===== src/rtl/seq_mult_pkg.sv =====
// Shared definitions for the shift-add sequential multiplier.
package seq_mult_pkg;

  // Controller states; the encodings are fixed so other blocks and
  // debug tooling can decode the state register directly.
  typedef enum logic [1:0] {
    IDLE = 2'd0,
    CALC = 2'd1,
    DONE = 2'd2
  } state_t;

endpackage


===== src/rtl/parametric_RCA.sv =====
// Parametric ripple-carry adder: s = a + b + ci, with carry-out co.
module parametric_RCA #(
  parameter int SIZE = 4
) (
  input  logic [SIZE-1:0] a,
  input  logic [SIZE-1:0] b,
  input  logic            ci,
  output logic [SIZE-1:0] s,
  output logic            co
);

  // Ripple the carry from bit 0 upward, one full adder per bit.
  always_comb begin
    logic c;
    // NOTE: combinational blocks use blocking '=' so the carry ripples in
    // order, and every output gets a default first so no latch is inferred.
    s = '0;
    c = ci;
    for (int i = 0; i < SIZE; i++) begin
      s[i] = a[i] ^ b[i] ^ c;
      c    = (a[i] & b[i]) | (c & (a[i] ^ b[i]));
    end
    co = c;
  end

endmodule


===== src/rtl/seq_multiplier.sv =====
// Unsigned SIZE x SIZE shift-add multiplier, one add/shift per clock.
// A request is taken in IDLE, runs SIZE iterations in CALC and presents
// the product with a one-cycle done pulse in DONE.
module seq_multiplier
  import seq_mult_pkg::*;
#(
  parameter int SIZE = 4
) (
  input  logic              clk,
  input  logic              rst,
  input  logic              start,
  input  logic [SIZE-1:0]   a,
  input  logic [SIZE-1:0]   b,
  output logic              busy,
  output logic              done,
  output logic [2*SIZE-1:0] product
);

  localparam int CW = $clog2(SIZE + 1);

  state_t          state;
  logic [SIZE-1:0] mcand;
  logic [SIZE-1:0] mreg;
  logic [SIZE:0]   acc;
  logic [CW-1:0]   cnt;

  logic [SIZE-1:0] addend;
  logic [SIZE-1:0] sum;
  logic            cout;
  logic [SIZE:0]   acc_next;
  logic [SIZE-1:0] mreg_next;

  // Partial product for this iteration: the multiplicand or zero.
  assign addend = mreg[0] ? mcand : '0;

  parametric_RCA #(
    .SIZE(SIZE)
  ) u_rca (
    .a (acc[SIZE-1:0]),
    .b (addend),
    .ci(1'b0),
    .s (sum),
    .co(cout)
  );

  // {cout, sum, mreg} shifted right by one lands in {acc, mreg}.
  assign acc_next  = {1'b0, cout, sum[SIZE-1:1]};
  assign mreg_next = {sum[0], mreg[SIZE-1:1]};

  // Controller and datapath registers, with registered busy/done/product.
  always_ff @(posedge clk or posedge rst) begin
    // NOTE: every register here, operands included, is cleared by reset so
    // an aborted operation leaves no stale state; there is no memory array.
    if (rst) begin
      state   <= IDLE;
      busy    <= 1'b0;
      done    <= 1'b0;
      product <= '0;
      mcand   <= '0;
      mreg    <= '0;
      acc     <= '0;
      cnt     <= '0;
    end else begin
      // NOTE: sequential state uses non-blocking '<=' so every register
      // samples the pre-edge values, matching the hardware flops.
      case (state)
        IDLE: begin
          if (start) begin
            mcand <= a;
            mreg  <= b;
            acc   <= '0;
            cnt   <= CW'(SIZE);
            busy  <= 1'b1;
            state <= CALC;
          end
        end
        CALC: begin
          acc  <= acc_next;
          mreg <= mreg_next;
          cnt  <= cnt - CW'(1);
          if (cnt == CW'(1)) begin
            product <= {acc_next[SIZE-1:0], mreg_next};
            busy    <= 1'b0;
            done    <= 1'b1;
            state   <= DONE;
          end
        end
        DONE: begin
          done  <= 1'b0;
          state <= IDLE;
        end
        default: begin
          busy  <= 1'b0;
          done  <= 1'b0;
          state <= IDLE;
        end
      endcase
    end
  end

  // The shift always vacates the accumulator carry slot before the next add.
  always_ff @(posedge clk) begin
    if (!rst) assert (!acc[SIZE]);
  end

endmodule


===== config.mk =====
export PLATFORM = sky130hd
export DESIGN_NAME = seq_multiplier
export DESIGN_NICKNAME = d
export VERILOG_FILES = /design/src/rtl/seq_mult_pkg.sv /design/src/rtl/parametric_RCA.sv /design/src/rtl/seq_multiplier.sv
export SDC_FILE = /design/constraint.sdc
export NUM_CORES = 1
export LEC_CHECK = 0
export CORE_UTILIZATION = 40
export DETAILED_ROUTE_END_ITERATION = 8
export PLACE_DENSITY = 0.65
export SLEW_MARGIN = 25
export SYNTH_ARGS = -nofsm -noshare
export SYNTH_HDL_FRONTEND = slang
export SYNTH_HIERARCHICAL = 1
export SYNTH_SLANG_ARGS = --single-unit

===== constraint.sdc =====
create_clock -name clk -period 6.86 [get_ports clk]
set_input_delay 1.029 -clock clk [delete_from_list [all_inputs] [get_ports clk]]
set_output_delay 1.029 -clock clk [all_outputs]
set_load 0.02 [all_outputs]

==> flow_summary.ini, run 1 <==
[run_status]
status = finished clean

[sta]
layout_min_cycle_time_ps = 2380
finalHoldViolCount = 0
maxSlewViolCount = 0
rsz0062_at_grt = no
setup_violations = 0
worst_pin_slew_ps = 759
clock.fmax_mhz = 421
slew_headroom = 0.493
finalSetupTns_ps = 0
finalCritPeriodShare = 0.346
skew_ps = 10.7

[cells_and_area]
fin_nets = 144
fillers = 320
synthToLayoutAreaGrowth_pct = 17.2
final_cells = 172
regArea_um2 = 676
diodes = 0
layout_common_cells = 27 x dfrtp_1, 21 x inv_1, 20 x clkdlybuf4s50_1
multiInputGateArea_um2 = 581
layout-drive-gt1-share = 0.151
mostFrequentLayoutCell = dfrtp_1

[grt]
grt_start_max_net_pins = 28
track_usage = 0.145
grt_pass1_vias = 815
grt_pass1_wl_um = 3880
antenna_found_initial = 0
grt-ovfl-total = 0

[worst_setup_path]
path_class = register to output port
crit_slowest_cell = clkdlybuf4s50_1
start_kind = register
setup.worst_path.end_class = output port
cpPeakStageDelay_ps = 620
r2r.worst_path.cells = 10
worstPathCellList = clkdlybuf4s50_1
worst-path-buf-inv = 1
reg2reg_slack_ps = 4500
cp_max_fo = 3
r2r-start = mreg[0]
worstPathRequired_ps = 5830
path_delay_family = buffers and inverters
arrival_ps = 1350
r2r_end = acc[2]

[detailed_routing]
firstDrtPassIters = 4
dr.max_layer_used = met4
wl_met3_um = 83
wl_um = 2280
wl_met2_um = 1130
drc = 0
viasPerCell = 4.69
vias = 806
final_antenna_net_count = 0
wl_per_cell_um = 13.3
drtIter0Drc = 19
wirelength_met1_um = 1050

[cts]
cts_hold_buf = 0
cts_tree = yes
cts.sinks = 27
post_cts_resized = 0
post-cts-setup-buffers = 0
clk_pin_slew_ps = 140
clk-insertion-delay-late_ps = 320
cts_buffers = 3
h-tree-depth = 1
cts_max_path_buffers = 2
clock-root-buffer = clkbuf_4

[yosys]
synth-seq-cells = 27
yosysSeqAreaShare = 0.488
yosysWarnings = 6
ys_types = 26
netlist_instances = 107
syn-num-nets = 124
synth_area_um2 = 1390
syn_area_per_cell_um2 = 12.9

[floorplan]
die_w_um = 60.8
dieArea_um2 = 3700
core.rowCount = 21
ios = 21
start_util = 0.415
fp.dieH_um = 60.8
core_area_um2 = 3340

[place]
portBuffers = 20
dp_cells = 168
gp_congestion = 0.732
hpwlAfterDp_um = 1650

[hold_path]
hold-path-cell-count = 1
worstHoldPathType = register to register
min_to = mcand[2]
hold_start = mcand[2]

[power]
peakVddDrop_mv = 0.203
power_uw = 779
powerDensity_nw_per_um2 = 480
p_leak_uw = 0.000727

[run]
drv_cap = 0
-- registers in the layout, indices dropped and copies added, names as in the netlist --
| signal | cells |
|---|---|
| acc | 4 |
| mcand | 4 |
| cnt | 3 |
| product | 8 |
| busy | 1 |
| done | 1 |
| mreg | 4 |
| state | 2 |
-- cells in the mapped netlist --
library cell	instances	area, µm²
nand2b_1	1	6.26
a21oi_1	1	5.00
dfrtp_1	27	676
inv_1	22	82.6
mux2_4	8	120
o21bai_4	1	18.8
ha_1	2	25.0
and4bb_1	1	12.5
fa_1	4	80.1
nor2_1	3	11.3
nor4b_1	4	35.0
and2_1	5	31.3
nand3b_1	1	7.51
conb_1	1	3.75
nor2b_1	3	18.8
a22o_1	5	43.8
buf_6	3	33.8
mux2_1	4	45.0
nor3b_4	1	18.8
mux2_2	1	11.3
nor3b_1	1	7.51
a221oi_2	4	60.1
a221oi_1	1	8.76
buf_2	1	5.00
buf_4	1	7.51
a311o_1	1	10.0
-- layer usage --
metal / vias up / track usage
li1: 392 / -
met1: 394 / 0.187
met2: 18 / 0.240
met3: 2 / 0.0448
met4: 0 / 0.0292
met5: - / 0
-- where the power goes --
group          switching, µW  internal, µW  total, µW
Clock                   44.1          22.7       66.9
Combinational            184           225        408
Sequential              64.4           239        304
-- cell type report --
| class | instances | area share |
|---|---|---|
| Sequential cell | 27 | 0.416 |
| Multi-Input combinational cell | 53 | 0.358 |
| Timing Repair Buffer | 20 | 0.123 |
| Inverter | 22 | 0.0509 |
| Tap cell | 46 | 0.0355 |
| Clock buffer | 4 | 0.0162 |
-- stage by stage --
step	hold WS (ps)	utilization	setup slack, ps	instance area, µm²
final	499	0.486	4480	1620
after global routing	525	0.486	4390	1620
after CTS	503	0.486	4470	1620
after detailed placement	470	0.478	4390	1600
after global placement	464	0.478	4440	1600
after floorplan	450	-	4640	1390
-- logic make-up (layout without fill, tap and decap cells) --
| kind of cell | after synthesis | in the layout | share of synthesized area |
|---|---|---|---|
| multiplexers | 13 | 13 | 0.127 |
| adder cells (fa/ha/maj) | 6 | 6 | 0.0759 |
| AND/OR/NAND/NOR | 20 | 20 | 0.108 |
| flip-flops | 27 | 27 | 0.488 |
| AO/OA/AOI/OAI | 13 | 13 | 0.106 |
| other | 1 | 1 | 0.00271 |
| buffers and inverters | 27 | 46 | 0.0930 |
-- worst max-delay path by stage --
stage	start	endpoint	slack, ps	depth (start not counted)
finish	busy	busy	4480	1
global route	mreg[0]	acc[2]	4390	10
CTS	mreg[0]	acc[2]	4470	10
detailed placement	start	mcand[0]	4390	3
global placement	start	mcand[0]	4440	3
floorplan	mreg[0]	product[6]	4640	10
(Power assumes the default switching activity.)
==> run 2, diff against run 1 <==
Clock period 6.86 ns to 2.2 ns, I/O delays scaled along.
==> run 2 against run 1 <==
The flow now finishes with violations (setup timing). Highest routed layer unchanged. Total power grew to 3.2 times the previous value. Sequential power grew to 3.0 times the previous value. Worst setup slack got worse by 4500 ps. First-iteration DRC count rose by 37%.
==> flow_summary.ini, run 2 (synthesis gave the netlist of run 1 again) <==
[run_status]
status = complete, but fails checks
violations = setup timing

[sta]
skew_ps = 6.57
worst_pin_slew_ps = 696
maxSlewViolCount = 0
rsz0062_at_grt = yes
finalSetupTns_ps = -16.1
clock.fmax_mhz = 453
finalCritPeriodShare = 1.00
finalHoldViolCount = 0
fin_ws_ps = -8.43
slew_headroom = 0.535
setup_violations = 2
layout_min_cycle_time_ps = 2210

[floorplan]
dieArea_um2 = 3700
core_area_um2 = 3340
die_w_um = 60.8
start_util = 0.415
fp.dieH_um = 60.8
core.rowCount = 21
ios = 21

[grt]
track_usage = 0.142
grt_pass1_vias = 837
grt_start_max_net_pins = 28
grt-ovfl-total = 0
antenna_found_initial = 0
grt_pass1_wl_um = 3840

[cells_and_area]
fin_nets = 148
mostFrequentLayoutCell = dfrtp_1
largest_reg_flops = 8
final_cells = 176
fillers = 324
layout_common_cells = 27 x dfrtp_1, 20 x clkdlybuf4s50_1, 19 x inv_1
layout-drive-gt1-share = 0.231
synthToLayoutAreaGrowth_pct = 20.1
diodes = 0
regMostFlops = product
utilization = 0.499

[cts]
clk-insertion-delay-late_ps = 320
post-cts-setup-buffers = 0
cts.sinks = 27
h-tree-depth = 1
clock-root-buffer = clkbuf_4
cts_hold_buf = 0
cts_buffers = 3
clk_pin_slew_ps = 150
cts_max_path_buffers = 2
cts_tree = yes

[power]
sw_frac_of_total = 0.378
peakVddDrop_mv = 0.769
p_comb_frac = 0.555
p_leak_uw = 0.000747
p_sw_uw = 953
p_int_uw = 1570
pwr-share-clk = 0.085
sequentialPowerShare = 0.359
powerDensity_nw_per_um2 = 1520

[place]
gp_congestion = 0.755
portBuffers = 20
hpwlAfterDp_um = 1690
dp_cells = 172
pre_cts_slack_ps = -43.6

[detailed_routing]
firstDrtPassIters = 4
wl_um = 2310
drc = 0
viasPerCell = 4.86
vias = 856
drtIter0Drc = 26
final_antenna_net_count = 0
wl_per_cell_um = 13.1

[hold_path]
worstHoldPathType = input port to asynchronous set/reset pin

[run]
drv_cap = 0

[worst_setup_path]
start_kind = register
cp_max_fo = 2
path_class = register to register
cpPeakStageDelay_ps = 400
worstPathRequired_ps = 2470
crit_slowest_cell = dfrtp_1
setup.worst_path.end_class = register
worstPathCellList = and2_4 -> fa_2 -> inv_2 -> fa_2 -> inv_2 -> fa_2 -> inv_2 -> fa_1 -> inv_1 -> a22o_1
arrival_ps = 2480
-- run 2: power by group through the flow --
stage	Combinational [µW]	Clock [µW]	Sequential [µW]
detailed placement	1390	0	924
finish	1400	215	906
floorplan	927	0	1010
global route	1550	238	944
global placement	1350	0	915
CTS	1420	224	913
-- run 2: area by class of cell --
type	count	area (µm²)	area share
inverters	22	82.6	0.0496
well taps	46	57.6	0.0346
repair buffers	24	230	0.138
clock buffers	3	22.5	0.0135
multi-input cells	53	591	0.355
clock inverters	1	5.00	0.00301
flip-flops and latches	27	676	0.406
-- run 2: metal layers --
metal,up-vias,GRT usage,routed length [µm]
li1,401,-,-
met1,435,0.183,1060
met2,18,0.246,1160
met3,2,0.0384,78
met4,0,0.0195,13
met5,-,0,0
-- run 2: path summary, 6_finish.rpt --
kind / to / from / cells after the start / slack (ps)
setup / recovery: acc[2] / mreg[0] / 10 / -8
hold / removal: cnt[1] / rst / 3 / 340
setup reg to reg: acc[2] / mreg[0] / 10 / -8
hold reg to reg: mcand[2] / mcand[2] / 1 / 500
max in group asynchronous: product[1] / rst / 3 / 1610
min in group clk: mcand[2] / mcand[2] / 1 / 500
-- run 2: repair_timing --
action / 4_1_cts / 5_1_grt
endpoints found under the setup margin: 2 / 3
pin swaps: 2 / 1
gates resized for setup: 3 / 0
-- run 2: critical path, delay by kind of cell, from the launching register on --
kind / cells / cell delay, ps
adder cells (fa/ha/maj): 4 / 1220
flip-flops: 1 / 400
buffers and inverters: 4 / 240
AND/OR/NAND/NOR: 1 / 160
AO/OA/AOI/OAI: 1 / 130
-- run 2: per-stage QoR --
step                instance area [µm²]  hold slack, ps  total power (µW)
global placement                   1630             470              2270
floorplan                          1390             383              1930
finish                             1660             337              2520
global route                       1660             382              2730
detailed placement                 1630             473              2320
CTS                                1660             350              2550
==> RTL change (flow settings as in run 2) <==
`SIZE` is set to 4 in 2 places; all go to 2.
--- a/src/rtl/parametric_RCA.sv
+++ b/src/rtl/parametric_RCA.sv
@@ -2,3 +2,3 @@
 module parametric_RCA #(
-  parameter int SIZE = 4
+  parameter int SIZE = 2
 ) (
--- a/src/rtl/seq_multiplier.sv
+++ b/src/rtl/seq_multiplier.sv
@@ -6,3 +6,3 @@
 #(
-  parameter int SIZE = 4
+  parameter int SIZE = 2
 ) (
Ports: changed (resized a, b and product); port bits go from 21 to 13. The function was not compared with the original's and may differ.
==> RTL change against run 2 <==
- non-clock buffer count down 12
- count of clock-buffer cells in the layout is 1 higher
- maximum frequency rose by 21%
- wire length down 45%
- power is 44% lower
- area after synthesis is 42% lower
- design area fell by 41%
- worst setup slack better by 380 ps
- sequential cell count decreased by 11
- sequential power shrank 39%
- first-iteration DRC count shrank 85%
- critical endpoint is now product[2]
- largest cell class unchanged
- highest routed layer is now met3
==> RTL change: results (changes against run 2) <==
[cts]
cts_made_buffers=3  ; unchanged
postCtsSetupRepairBufs=0  ; unchanged
max-clock-path-buffers=2  ; unchanged
clk_pin_slew_ps=100  ; was 150 ps
postCtsResizedCells=0  ; was 3
root_buffer=clkbuf_4  ; unchanged
clk_latency_ps=280  ; was 320 ps

[grt]
antenna_found_initial=0  ; unchanged
grt_usage_pct=14.3  ; was 14.2%
grt_pass1_vias=475  ; was 837
grt_pass1_wl_um=2130  ; was 3840 um
grt_start_max_net_pins=17  ; was 28

[worst_setup_path]
r2r-start=mreg[0]  ; unchanged
reg2reg_slack_ps=370  ; was -8 ps
path_max_fanout=3  ; was 2
cp.arrival_ps=2010  ; was 2480 ps
r2r-end=product[2]  ; was acc[2]
rr_worst_depth=6  ; was 10

[finish]
fillers=174  ; was 324
largest_reg_flops=4  ; was 8
nets=89  ; was 148
drive_gt1_share_pct=19.2  ; was 23.1%
top_register=product  ; unchanged
antenna_cells=0  ; unchanged

[yosys]
yosys-top-cells-count=dfrtp_1 (16), inv_1 (12), mux2_4 (4)  ; was dfrtp_1 (27), inv_1 (22), mux2_4 (8)
avgSynthCellArea_um2=12.6  ; was 12.9 um^2
synth_fa_ha_area_share_pct=6.51  ; was 7.59%
synth_area_leaders=dfrtp_1 (50%), mux2_4 (7.4%), inv_1 (5.6%)  ; was dfrtp_1 (49%), mux2_4 (8.7%), inv_1 (6.0%)
synthDistinctLibCells=28  ; was 26
ys_async_sr_fraction_pct=100  ; unchanged
synth_nets=74  ; was 124
synth_compound_area_share_pct=11.2  ; was 10.6%
ys_seq_area_share_pct=49.6  ; was 48.8%
yosysWarnings=6  ; unchanged
synth_xor_area_share_pct=0  ; unchanged
muxShareOfSynthArea_pct=11.5  ; was 12.7%

[sta]
finalCritPeriodShare_pct=83.1  ; was 100%
clock_skew_ps=0.551  ; was 6.57 ps
worstMarginPinSlew_ps=612  ; was 696 ps

[placed_design]
postPlaceCellArea_um2=940  ; was 1630 um^2
dp_hpwl_um=897  ; was 1690 um
place.gp.congestion=0.690  ; was 0.755
portBuffers=12  ; was 20
place_inst=99  ; was 172
pre_cts_ws_ps=381  ; was -43.6 ps

[hold_path]
hold_path.class=in -> async  ; unchanged

[pwr]
power.leakage_nw=0.475  ; was 0.747 nW
vdd.ir_drop.worst_mv=0.657  ; was 0.769 mV

[routing]
dr.pass1.iters=2  ; was 4
drt_iter0_drc=4  ; was 26
num_vias=488  ; was 856
finalWirelength_um=1280  ; was 2310 um
vias_per_cell=4.74  ; was 4.86

[outcome]
run_status=complete, no violations  ; was finished with violations

## RTL change: routing by layer
layer / up-vias / wire length [um] / track usage, % / part of all wire [%]
met5: - / 0 / 0 / 0
met4: 0 / 0 / 8.57 / 0
met3: 0 / 51 / 2.31 / 4.0
met2: 12 / 608 / 21.4 / 48
met1: 236 / 619 / 19.6 / 48
li1: 240 / - / - / -
## RTL change: cell type report
type	instances	area (um^2)	share of cell area, %
sequential	16	400	41.0
multi-input combinational	34	343	35.1
timing repair buffer	12	120	12.3
inverter	12	45.0	4.62
clock buffer	4	36.3	3.72
tap	25	31.3	3.21
## RTL change: kinds of logic (layout without fill, tap and decap cells)
kind of cell,count (synthesis),count (layout)
buffers and inverters,14,28
DFF,16,16
AOI/OAI and AO/OA,11,11
muxes,7,7
adders and majority gates,3,3
and+or+nand+nor,12,12
other,1,1
## RTL change: worst max path at each step
| stage | start | endpoint | depth (start not counted) |
|---|---|---|---|
| after global routing | mreg[0] | product[2] | 6 |
| after floorplan | mreg[0] | product[2] | 6 |
| after detailed placement | mreg[0] | product[2] | 6 |
| final | mreg[0] | product[2] | 6 |
| after global placement | mreg[0] | product[2] | 6 |
| after CTS | mreg[0] | product[2] | 6 |
## RTL change: through the flow
stage	power [mW]	hold slack (ps)
5_1_grt	1.51	474
2_1_floorplan	1.05	244
3_3_place_gp	1.20	466
4_1_cts	1.42	422
6_report	1.41	410
3_5_place_dp	1.22	470
## RTL change: worst max-delay path, cell delays in order (launching register included)
cell and delay [ps]:
dfrtp_1 360, and2_1 120, inv_1 50, fa_1 400
fa_1 480, inv_1 50, mux2_4 260
## RTL change: report_power, final
group          switching, mW  internal [mW]  total [mW]  leakage (nW)
logic                  0.283          0.374       0.657         0.263
registers              0.122          0.430       0.552         0.191
clock network         0.0968          0.101       0.197        0.0210
